## src/rtl/usb_pkg.sv

```systemverilog
`default_nettype none
// ============================================================================
// Module      : usb_pkg
// Description : Shared types for the USB device endpoint protocol controller:
//               decoded RX PIDs, TX encoder commands and controller states.
// Revision    : 1.0 - initial release
// ============================================================================
package usb_pkg;

    // PID codes delivered by the RX packet decoder (code 6 is unused)
    typedef enum logic [2:0] {
        RX_NONE = 3'd0,
        RX_OUT  = 3'd1,
        RX_IN   = 3'd2,
        RX_DATA = 3'd3,
        RX_ACK  = 3'd4,
        RX_NAK  = 3'd5,
        RX_ERR  = 3'd7
    } rx_pid_t;

    // Packet types the TX packet encoder can be told to send
    typedef enum logic [1:0] {
        TX_NONE = 2'd0,
        TX_DATA = 2'd1,
        TX_ACK  = 2'd2,
        TX_NAK  = 2'd3
    } tx_pid_t;

    // Transaction sequencer states
    typedef enum logic [2:0] {
        IDLE         = 3'd0,
        RX_WAIT_DATA = 3'd1,
        RX_RECEIVING = 3'd2,
        SEND_ACK     = 3'd3,
        SEND_NAK     = 3'd4,
        TX_SEND_DATA = 3'd5,
        TX_WAIT_ACK  = 3'd6
    } ctrl_state_t;

    // True for the states that drive a packet out through the TX encoder
    function automatic logic is_tx_state(input ctrl_state_t s);
        return (s == SEND_ACK) || (s == SEND_NAK) || (s == TX_SEND_DATA);
    endfunction

    // True for the states that wait on the host and therefore can time out
    function automatic logic is_wait_state(input ctrl_state_t s);
        return (s == RX_WAIT_DATA) || (s == TX_WAIT_ACK);
    endfunction

endpackage
`default_nettype wire

```

## src/rtl/usb_protocol_controller_timeout_counter.sv

```systemverilog
`default_nettype none
// ============================================================================
// Module      : timeout_counter
// Description : Free-running wait counter. Counts while enabled and flags a
//               one-cycle timeout when the count reaches the rollover value.
// Revision    : 1.0 - initial release
// ============================================================================
module timeout_counter #(
    parameter int WIDTH = 10
) (
    input  logic             clk,
    input  logic             n_rst,
    input  logic             clear,
    input  logic             count_enable,
    input  logic [WIDTH-1:0] rollover_val,
    output logic             timeout
);

    logic [WIDTH-1:0] r_count;
    logic             w_at_roll;

    assign w_at_roll = (r_count == rollover_val);

    // Count cycles while enabled; clear has priority and wraps at rollover
    always_ff @(posedge clk or negedge n_rst) begin
        if (!n_rst) begin
            r_count <= '0;
        end else if (clear) begin
            r_count <= '0;
        end else if (count_enable) begin
            if (w_at_roll) begin
                r_count <= '0;
            end else begin
                r_count <= r_count + 1'b1;
            end
        end
    end

    assign timeout = count_enable && w_at_roll;

endmodule
`default_nettype wire

```

## src/rtl/usb_protocol_controller.sv

```systemverilog
`default_nettype none
// ============================================================================
// Module      : usb_protocol_controller
// Description : Sequences USB OUT/IN transactions from decoded RX packet
//               events, arbitrates the shared data buffer between the USB and
//               AHB sides, and commands DATA/ACK/NAK packets on the TX side.
// Revision    : 1.0 - initial release
// ============================================================================
module usb_protocol_controller
    import usb_pkg::*;
#(
    parameter int TIMEOUT_CYCLES = 640,
    parameter int ADDR_W         = 7
) (
    input  logic              clk,
    input  logic              n_rst,
    input  logic              rx_packet_valid,
    input  logic [2:0]        rx_packet,
    input  logic              rx_done,
    input  logic              rx_crc_ok,
    input  logic              tx_done,
    input  logic              tx_ready,
    input  logic [ADDR_W-1:0] buffer_occupancy,
    output logic              tx_start,
    output logic [1:0]        tx_packet,
    output logic              d_mode,
    output logic              clear_buffer,
    output logic              rx_data_ready,
    output logic              rx_transfer_active,
    output logic              tx_transfer_active,
    output logic              error
);

    // Counter just wide enough to hold TIMEOUT_CYCLES-1
    localparam int c_cnt_w = (TIMEOUT_CYCLES > 1) ? $clog2(TIMEOUT_CYCLES) : 1;
    localparam logic [c_cnt_w-1:0] c_rollover = c_cnt_w'(TIMEOUT_CYCLES - 1);

    ctrl_state_t r_state;
    ctrl_state_t w_next_state;

    logic    w_set_error;
    logic    w_clr_error;
    logic    w_clear_req;
    logic    w_set_rdr;
    logic    w_occ_zero;
    logic    w_cnt_en;
    logic    w_timeout;
    logic    w_tx_start_next;
    tx_pid_t w_tx_pid;

    logic    r_tx_start;
    logic    r_clear;
    logic    r_error;
    logic    r_rdr;

    assign w_occ_zero = (buffer_occupancy == '0);

    // Counter is held at zero outside the waiting states, so it starts from
    // zero on every entry into RX_WAIT_DATA or TX_WAIT_ACK.
    assign w_cnt_en = is_wait_state(r_state);

    timeout_counter #(
        .WIDTH (c_cnt_w)
    ) u_timeout (
        .clk          (clk),
        .n_rst        (n_rst),
        .clear        (!w_cnt_en),
        .count_enable (w_cnt_en),
        .rollover_val (c_rollover),
        .timeout      (w_timeout)
    );

    // State register
    always_ff @(posedge clk or negedge n_rst) begin
        if (!n_rst) begin
            r_state <= IDLE;
        end else begin
            r_state <= w_next_state;
        end
    end

    // Next-state logic and the one-cycle requests that update the flag registers
    always_comb begin
        w_next_state = r_state;
        w_set_error  = 1'b0;
        w_clr_error  = 1'b0;
        w_clear_req  = 1'b0;
        w_set_rdr    = 1'b0;
        case (r_state)
            IDLE: begin
                if (rx_packet_valid) begin
                    case (rx_packet)
                        RX_OUT: begin
                            if (w_occ_zero) begin
                                w_next_state = RX_WAIT_DATA;
                                w_clr_error  = 1'b1;
                            end else begin
                                w_next_state = SEND_NAK;
                            end
                        end
                        RX_IN: begin
                            if (tx_ready) begin
                                w_next_state = TX_SEND_DATA;
                                w_clr_error  = 1'b1;
                            end else begin
                                w_next_state = SEND_NAK;
                            end
                        end
                        RX_ERR:  w_set_error = 1'b1;
                        default: ;
                    endcase
                end
            end
            RX_WAIT_DATA: begin
                // A packet in the same cycle as the timeout takes precedence
                if (rx_packet_valid) begin
                    if (rx_packet == RX_DATA) begin
                        w_next_state = RX_RECEIVING;
                    end else begin
                        w_next_state = IDLE;
                        w_set_error  = 1'b1;
                        w_clear_req  = 1'b1;
                    end
                end else if (w_timeout) begin
                    w_next_state = IDLE;
                    w_set_error  = 1'b1;
                    w_clear_req  = 1'b1;
                end
            end
            RX_RECEIVING: begin
                if (rx_done) begin
                    if (rx_crc_ok) begin
                        w_next_state = SEND_ACK;
                        w_set_rdr    = 1'b1;
                    end else begin
                        // Stay silent so the host retries the transfer
                        w_next_state = IDLE;
                        w_set_error  = 1'b1;
                        w_clear_req  = 1'b1;
                    end
                end
            end
            SEND_ACK, SEND_NAK: begin
                if (tx_done) begin
                    w_next_state = IDLE;
                end
            end
            TX_SEND_DATA: begin
                if (tx_done) begin
                    w_next_state = TX_WAIT_ACK;
                end
            end
            TX_WAIT_ACK: begin
                if (rx_packet_valid) begin
                    // Only an ACK releases the payload; anything else keeps it
                    w_next_state = IDLE;
                    if (rx_packet == RX_ACK) begin
                        w_clear_req = 1'b1;
                    end
                end else if (w_timeout) begin
                    w_next_state = IDLE;
                    w_set_error  = 1'b1;
                end
            end
            default: w_next_state = IDLE;
        endcase
    end

    // TX command starts only on the cycle a sending state is entered
    assign w_tx_start_next = is_tx_state(w_next_state) && (w_next_state != r_state);

    // Registered pulses and sticky flags
    always_ff @(posedge clk or negedge n_rst) begin
        if (!n_rst) begin
            r_tx_start <= 1'b0;
            r_clear    <= 1'b0;
            r_error    <= 1'b0;
            r_rdr      <= 1'b0;
        end else begin
            r_tx_start <= w_tx_start_next;
            r_clear    <= w_clear_req;
            if (w_set_error) begin
                r_error <= 1'b1;
            end else if (w_clr_error) begin
                r_error <= 1'b0;
            end
            if (w_set_rdr) begin
                r_rdr <= 1'b1;
            end else if ((r_state == IDLE) && w_occ_zero) begin
                r_rdr <= 1'b0;
            end
        end
    end

    // Buffer ownership, activity and TX packet type decoded from the state
    always_comb begin
        w_tx_pid           = TX_NONE;
        d_mode             = 1'b0;
        rx_transfer_active = 1'b0;
        tx_transfer_active = 1'b0;
        case (r_state)
            RX_WAIT_DATA, RX_RECEIVING: begin
                d_mode             = 1'b1;
                rx_transfer_active = 1'b1;
            end
            SEND_ACK: begin
                d_mode   = 1'b1;
                w_tx_pid = TX_ACK;
            end
            SEND_NAK: begin
                w_tx_pid = TX_NAK;
            end
            TX_SEND_DATA: begin
                d_mode             = 1'b1;
                tx_transfer_active = 1'b1;
                w_tx_pid           = TX_DATA;
            end
            TX_WAIT_ACK: begin
                d_mode             = 1'b1;
                tx_transfer_active = 1'b1;
            end
            default: ;
        endcase
    end

    assign tx_packet     = w_tx_pid;
    assign tx_start      = r_tx_start;
    assign clear_buffer  = r_clear;
    assign error         = r_error;
    assign rx_data_ready = r_rdr;

endmodule
`default_nettype wire

```

## config.mk

```make
export PLATFORM = sky130hd
export DESIGN_NAME = usb_protocol_controller
export DESIGN_NICKNAME = d
export VERILOG_FILES = /design/src/rtl/usb_pkg.sv /design/src/rtl/usb_protocol_controller_timeout_counter.sv /design/src/rtl/usb_protocol_controller.sv
export SDC_FILE = /design/constraint.sdc
export NUM_CORES = 1
export LEC_CHECK = 0
export ABC_AREA = 1
export CORE_ASPECT_RATIO = 1.75
export CORE_MARGIN = 3
export CORE_UTILIZATION = 44
export DETAILED_ROUTE_END_ITERATION = 10
export GPL_ROUTABILITY_DRIVEN = 1
export HOLD_SLACK_MARGIN = 0.06
export PLACE_DENSITY_LB_ADDON = 0.08
export SYNTH_ARGS = -nofsm -noshare
export SYNTH_HDL_FRONTEND = slang
export SYNTH_SLANG_ARGS = --single-unit
```

## constraint.sdc

```tcl
create_clock -name clk -period 1.5 [get_ports clk]
set_input_delay 0.3 -clock clk [delete_from_list [all_inputs] [get_ports clk]]
set_output_delay 0.3 -clock clk [all_outputs]
set_load 0.1 [all_outputs]
```

==> metrics.md, run 1 <==
| Metric | Value |
|---|---|
| Cell count after synthesis | `149` |
| EDFF count, synth | `0` |
| Initial antenna violation count | `0` |
| Die area | `3080 um^2` |
| Yosys warns | `0` |
| Die X | `43.3 um` |
| Met3 Routed Length | `113 um` |
| CP Capture Type | `output pin` |
| Clock latency on the worst-skew pair | `0.25 ns` |
| DRC | `0` |
| Status | `finished with violations` |
| Failing checks | `setup timing` |
| Area grow syn2layout | `71.1%` |
| Overall overflow remaining after global route | `0` |
| RSZ-0062 raised after global routing | `true` |
| DR WL met2 | `1870 um` |
| Syn_area_per_cell | `7.18 um^2` |
| Cell variety after synth | `27` |
| Main synth FF type | `dfrtp_1` |
| CTS tree | `yes` |
| Synth Cell Area | `1070 um^2` |
| Setup Slack @ Placement | `-0.186 ns` |
| # rows | `23` |
| Sequential share of the synthesized area | `39.8%` |
| I/O pins | `26` |
| ANT cells | `0` |
| Worst path cell trace | `inv_4 > nand2_4 > nor2_4 > inv_2 > nand4_1 > buf_12` |
| Starting Density | `46.5%` |
| Period minus WS final | `1.67 ns` |
| Max Freq | `0.598 GHz` |
| Final worst setup slack | `-0.174 ns` |
| Relative slew slack | `82.4%` |
| Drt pass-1 iters | `4` |
| CP required | `1.20 ns` |
| Syn nets | `167` |
| Worst Path Arrival | `1.37 ns` |
| Commonest non-fill, non-tap cell in the layout | `buf_4` |
| Clk buf depth | `2` |
| Final Hold Viols | `0` |
| Sequential cell area | `429 um^2` |
| Via/cell ratio | `5.25` |
| Root Driver | `clkbuf_8` |
| Share of cells above drive strength 1 | `39.8%` |
| Top Layer Used | `met4` |
| WL final | `3200 um` |
| Final slew viol count | `0` |
| Area of the multi-input gates | `677 um^2` |
| Fill cells | `157` |
| Setup TNS | `-0.445 ns` |
| VDD IR-drop max | `0.711 mV` |
| Final ANT Viol Nets | `0` |
| Critical-path top delay cell | `dfrtp_2` |
| Vias in the first global route | `1249` |
| Worst Skew | `0.000380 ns` |
| Maxcap violations | `0` |
| Crit path launch type | `flop` |
| Port Buffers | `25` |
| Number of clock sinks | `17` |
| Most frequent cells in the layout | `buf_4 (28), nand2_1 (27), nor2_1 (20)` |
| First-pass GRT wire length | `5110 um` |
| Yosys reg bits | `17` |
| Wire length per cell | `13.8 um` |
| Clock-pin transition on the worst setup and hold timing paths | `0.06 ns` |
| Class of the worst hold path | `input pin to asynchronous set/reset pin` |
| Total global routing track utilization | `21.6%` |
| HPWL after DPL | `2330 um` |
| Kind of critical path | `flop to output pin` |
| Power per Cell Area | `1000 nW/um^2` |
| CP max stage delay | `0.45 ns` |
| R2R cell count | `10` |
| RePlAce Congestion | `0.905` |
| Final Setup Violations | `5` |
| Core Region | `2300 um^2` |
| Tcrit/Tclk final | `112%` |
| Htree depth | `1` |
| Num CTS Buffers | `3` |
| Asr flop ratio synth | `100%` |
| Critical path peak fanout | `4` |
| DIE HEIGHT | `71.2 um` |
| Nets@finish | `225` |
| Largest net degree at the start of global routing | `18` |
| Initial DRC count | `44` |
| Worst slew pin tran | `0.261 ns` |
| M1 WL | `1070 um` |
| Via Count | `1212` |
| P_leak | `0.891 nW` |
[timing repair]
action,in CTS,in global routing
gates cloned,0,0
pin swaps,11,8
hold buffers,0,0
setup endpoints to repair,5,8
setup buffers,8,4
resized for setup,21,19
[routing by layer]
layer | up-vias | track usage (%)
met2 | 39 | 41.0
li1 | 593 | -
met3 | 14 | 2.26
met1 | 566 | 20.2
met5 | - | 0
met4 | 0 | 14.8
[worst max-delay path: cells and delay by family, from the launching register on]
| family | cells | cell delay, ns |
|---|---|---|
| simple gates | 3 | 0.31 |
| flops | 1 | 0.45 |
| buf+inv | 3 | 0.36 |
[report_power, final]
group / internal, W / leakage, nW / switching (W) / total (W)
Combinational: 0.000347 / 0.643 / 0.000587 / 0.000934
Clock: 0.000188 / 0.0228 / 0.000150 / 0.000339
Sequential: 0.000504 / 0.225 / 0.0000590 / 0.000563
Total: 0.00104 / 0.891 / 0.000796 / 0.00184
[logic make-up (layout without fill, tap and decap cells)]
family | Yosys count | in the layout | share of synthesized area (%)
adders and majority gates | 1 | 1 | 1.17
xor gates and xnor gates | 3 | 3 | 2.46
and+or+nand+nor | 90 | 90 | 39.5
DFF | 17 | 17 | 39.8
buffers and inverters | 22 | 79 | 7.84
AOI/OAI and AO/OA | 16 | 16 | 9.24
[state kept, by name (all words and copies together) (netlist names)]
register,flops
u_timeout.r_count,10
r_state,3
rx_data_ready,1
error,1
clear_buffer,1
tx_start,1
[synth_stat cells, types with 2 or more instances]
cell     number  area share, %
a21oi_1       3            1.4
nand2_2       3            1.8
inv_1        21            7.4
o21ai_0       6            2.8
nand3_2       3            2.8
a31oi_1       2            1.2
nand3_1       9            4.2
nand2_1      35             12
nor3_1        5            2.3
xor2_1        2            1.6
dfrtp_1      17             40
nand4_1       2            1.2
nor2_2        3            1.8
nor2_1       25            8.8
[metrics by stage]
step | area (um^2) | power, W | std cells | util (%) | hold WS (ns)
finish | 1830 | 0.00184 | 231 | 79.5 | 0.373
global route | 1830 | 0.00189 | 231 | 79.5 | 0.399
CTS | 1760 | 0.00181 | 229 | 76.3 | 0.383
detailed placement | 1590 | 0.00143 | 217 | 68.9 | 0.535
global placement | 1590 | 0.00142 | 217 | 68.9 | 0.516
floorplan | 1080 | 0.00105 | 149 | - | 0.00441
[cell type report]
type / instances / area share, %
multi-input cells: 110 / 37.0
repair buffers: 54 / 31.0
flip-flops and latches: 17 / 23.4
inverters: 21 / 4.44
clock buffers: 4 / 2.46
well taps: 25 / 1.71
[worst paths after layout]
| kind | startpoint | endpoint | slack, ns |
|---|---|---|---|
| setup reg to reg | u_timeout.r_count[1] | tx_start | -0.01 |
| min in group clk | rx_packet[0] | clear_buffer | 0.47 |
| setup / recovery | r_state[2] | d_mode | -0.17 |
| hold / removal | n_rst | u_timeout.r_count[1] | 0.37 |
| hold reg to reg | rx_data_ready | rx_data_ready | 0.58 |
| max in group asynchronous | n_rst | r_state[1] | 0.93 |
(Power assumes the default switching activity.)
==> run 2, diff against run 1 <==
- ABC_AREA: 1 -> 0
- CORE_UTILIZATION: 44 -> 43
==> metrics.md, run 2 <==
| Metric | Value |
|---|---|
| Cell count after synthesis | `115` |
| EDFF count, synth | `0` |
| Via Count | `1118` |
| Syn nets | `133` |
| # hold bufs at CTS | `0` |
| Power per Cell Area | `726 nW/um^2` |
| Hold WS | `0.376 ns` |
| Asr flop ratio synth | `100%` |
| ANT cells | `0` |
| Crit path launch type | `flop` |
| Top Registers | `u_timeout.r_count: 10 flops, r_state: 3 flops` |
| DRC | `0` |
| Number of flip-flops in the largest register | `10` |
| Initial antenna violation count | `0` |
| Kind of critical path | `flop to output pin` |
| Final worst setup slack | `-0.0968 ns` |
| Setup Slack @ Placement | `-0.256 ns` |
| Area of the multi-input gates | `754 um^2` |
| Yosys warns | `0` |
| Commonest non-fill, non-tap cell in the layout | `buf_4` |
| Final instance area | `1920 um^2` |
| Root Driver | `clkbuf_8` |
| Sequential share of the synthesized area | `40.5%` |
| Post-synth top area share | `40.5%` |
| Worst Path Arrival | `1.30 ns` |
| Final Non-Filler Cells | `200` |
| RSZ-0062 raised after global routing | `true` |
| # rows | `23` |
| Most frequent cells in the layout | `buf_4 (26), dfrtp_1 (15), clkdlybuf4s50_1 (12)` |
| Initial DRC count | `43` |
| First-pass GRT wire length | `5180 um` |
| Overall overflow remaining after global route | `0` |
| Top-count cell post-synth | `nor2_1` |
| Die area | `3100 um^2` |
| Relative slew slack | `80.2%` |
| Sequential cell area | `428 um^2` |
| Die X | `43.4 um` |
| Via/cell ratio | `5.59` |
| Final slew viol count | `0` |
| CTS tree | `yes` |
| Share of cells above drive strength 1 | `48.6%` |
| Commonest cells post-synth | `nor2_1 (18), dfrtp_1 (17), nand2_1 (8)` |
| P_leak | `0.805 nW` |
| Starting Density | `45.7%` |
| Drt pass-1 iters | `4` |
| Worst slew pin tran | `0.296 ns` |
| Largest Register | `u_timeout.r_count` |
| Area grow syn2layout | `83.1%` |
| Critical path peak fanout | `8` |
| Largest net degree at the start of global routing | `18` |
| Nets@finish | `194` |
| Placed Cells | `181` |
| Num CTS Buffers | `3` |
| Clk buf depth | `2` |
| Vias in the first global route | `1198` |
| Top cell type by total area after synthesis | `dfrtp_1` |
| Max Freq | `0.626 GHz` |
| Maxcap violations | `0` |
| VDD IR-drop max | `0.715 mV` |
| HPWL after DPL | `2330 um` |
| CP Capture Type | `output pin` |
| Syn_area_per_cell | `9.14 um^2` |
| Number of clock sinks | `17` |
| CP required | `1.20 ns` |
| Period minus WS final | `1.60 ns` |
| Worst Skew | `0.00169 ns` |
| Area post-placement | `1610 um^2` |
| Final Setup Violations | `12` |
| Yosys reg bits | `17` |
| RePlAce Congestion | `0.806` |
| Core Region | `2300 um^2` |
| Clock-pin transition on the worst setup and hold timing paths | `0.07 ns` |
| Class of the worst hold path | `input pin to asynchronous set/reset pin` |
| Area contributors post-synth | `dfrtp_1 (40%), nor2_1 (6.4%), xor2_1 (5.0%), a21oi_1 (2.9%), nand3_1 (2.9%)` |
| Wire length per cell | `17.0 um` |
| Cell variety after synth | `38` |
| Clock latency on the worst-skew pair | `0.25 ns` |
| Final Hold Viols | `0` |
| Failing checks | `setup timing` |
| I/O pins | `26` |
| DIE HEIGHT | `71.4 um` |
| Port Buffers | `25` |
| Total global routing track utilization | `22.7%` |
| Tcrit/Tclk final | `106%` |
| Htree depth | `1` |
| Status | `finished with violations` |
| Main synth FF type | `dfrtp_1` |
| Fill cells | `128` |
| Final ANT Viol Nets | `0` |
| Final design utilization | `83.6%` |
| Synth Cell Area | `1050 um^2` |
| WL final | `3410 um` |
-- run 2: final cells by class --
class / instances / area share (%)
Tap cell: 25 / 1.63
Multi-Input combinational cell: 90 / 39.2
Timing Repair Buffer: 59 / 33.5
Inverter: 5 / 1.11
Sequential cell: 17 / 22.2
Clock buffer: 4 / 2.34
-- run 2: worst paths after layout --
path	start	endpoint	slack [ns]	cells after the start
worst max register to register	u_timeout.r_count[1]	clear_buffer	-0.05	5
min in group clk	rx_packet[1]	clear_buffer	0.51	4
worst min-delay path	n_rst	r_state[1]	0.38	2
max in group asynchronous	n_rst	r_state[0]	0.91	2
worst min register to register	u_timeout.r_count[6]	u_timeout.r_count[6]	0.59	2
worst max-delay path	r_state[0]	rx_transfer_active	-0.1	4
-- run 2: metrics by stage --
step / total power (W) / TNS [ns]
after global routing: 0.00144 / -1.16
after floorplan: 0.000784 / -0.179
after detailed placement: 0.00100 / -0.993
final: 0.00140 / -0.517
after global placement: 0.000996 / -0.719
after CTS: 0.00137 / -0.359
-- run 2: cells by family (layout without fill, tap and decap cells) --
group,Yosys count,after routing,share of synthesized area [%]
flip-flops,17,17,40.5
multiplexers,1,1,2.14
AND/OR/NAND/NOR,58,58,31.8
AO/OA/AOI/OAI,22,22,13.8
adder cells (fa/ha/maj),1,1,1.19
buffers and inverters,8,68,3.93
XOR/XNOR,8,8,6.67
-- run 2: repair_timing --
action / in CTS / in global routing
gates cloned: 0 / 0
setup endpoints to repair: 8 / 17
buffers inserted: 8 / 7
gates resized for setup: 15 / 31
pin swaps: 5 / 15
-- run 2: critical path: stages, from the launching register on --
cell and delay [ns]:
dfrtp_2 0.47, buf_6 0.13, nand2b_4 0.07, a21oi_4 0.17, buf_12 0.19
-- run 2: per-layer routing --
layer | GRT usage (%) | part of all wire (%) | up-vias
met4 | 16.8 | 6.5 | 0
met5 | 0 | 0 | -
met3 | 4.27 | 3.9 | 24
met2 | 41.4 | 56 | 38
li1 | - | - | 530
met1 | 21.1 | 34 | 526
-- run 2: report_power, final --
group | switching (W) | leakage, nW | internal (W) | total [W]
sequential | 0.0000235 | 0.229 | 0.000476 | 0.000499
combinational | 0.000317 | 0.553 | 0.000232 | 0.000549
clock | 0.000160 | 0.0228 | 0.000189 | 0.000349
==> run 3, diff against run 2 <==
- GPL_ROUTABILITY_DRIVEN: 1 -> 0
==> results of run 3 <==
Final layout, timing and power as in run 2 (identical DEF).
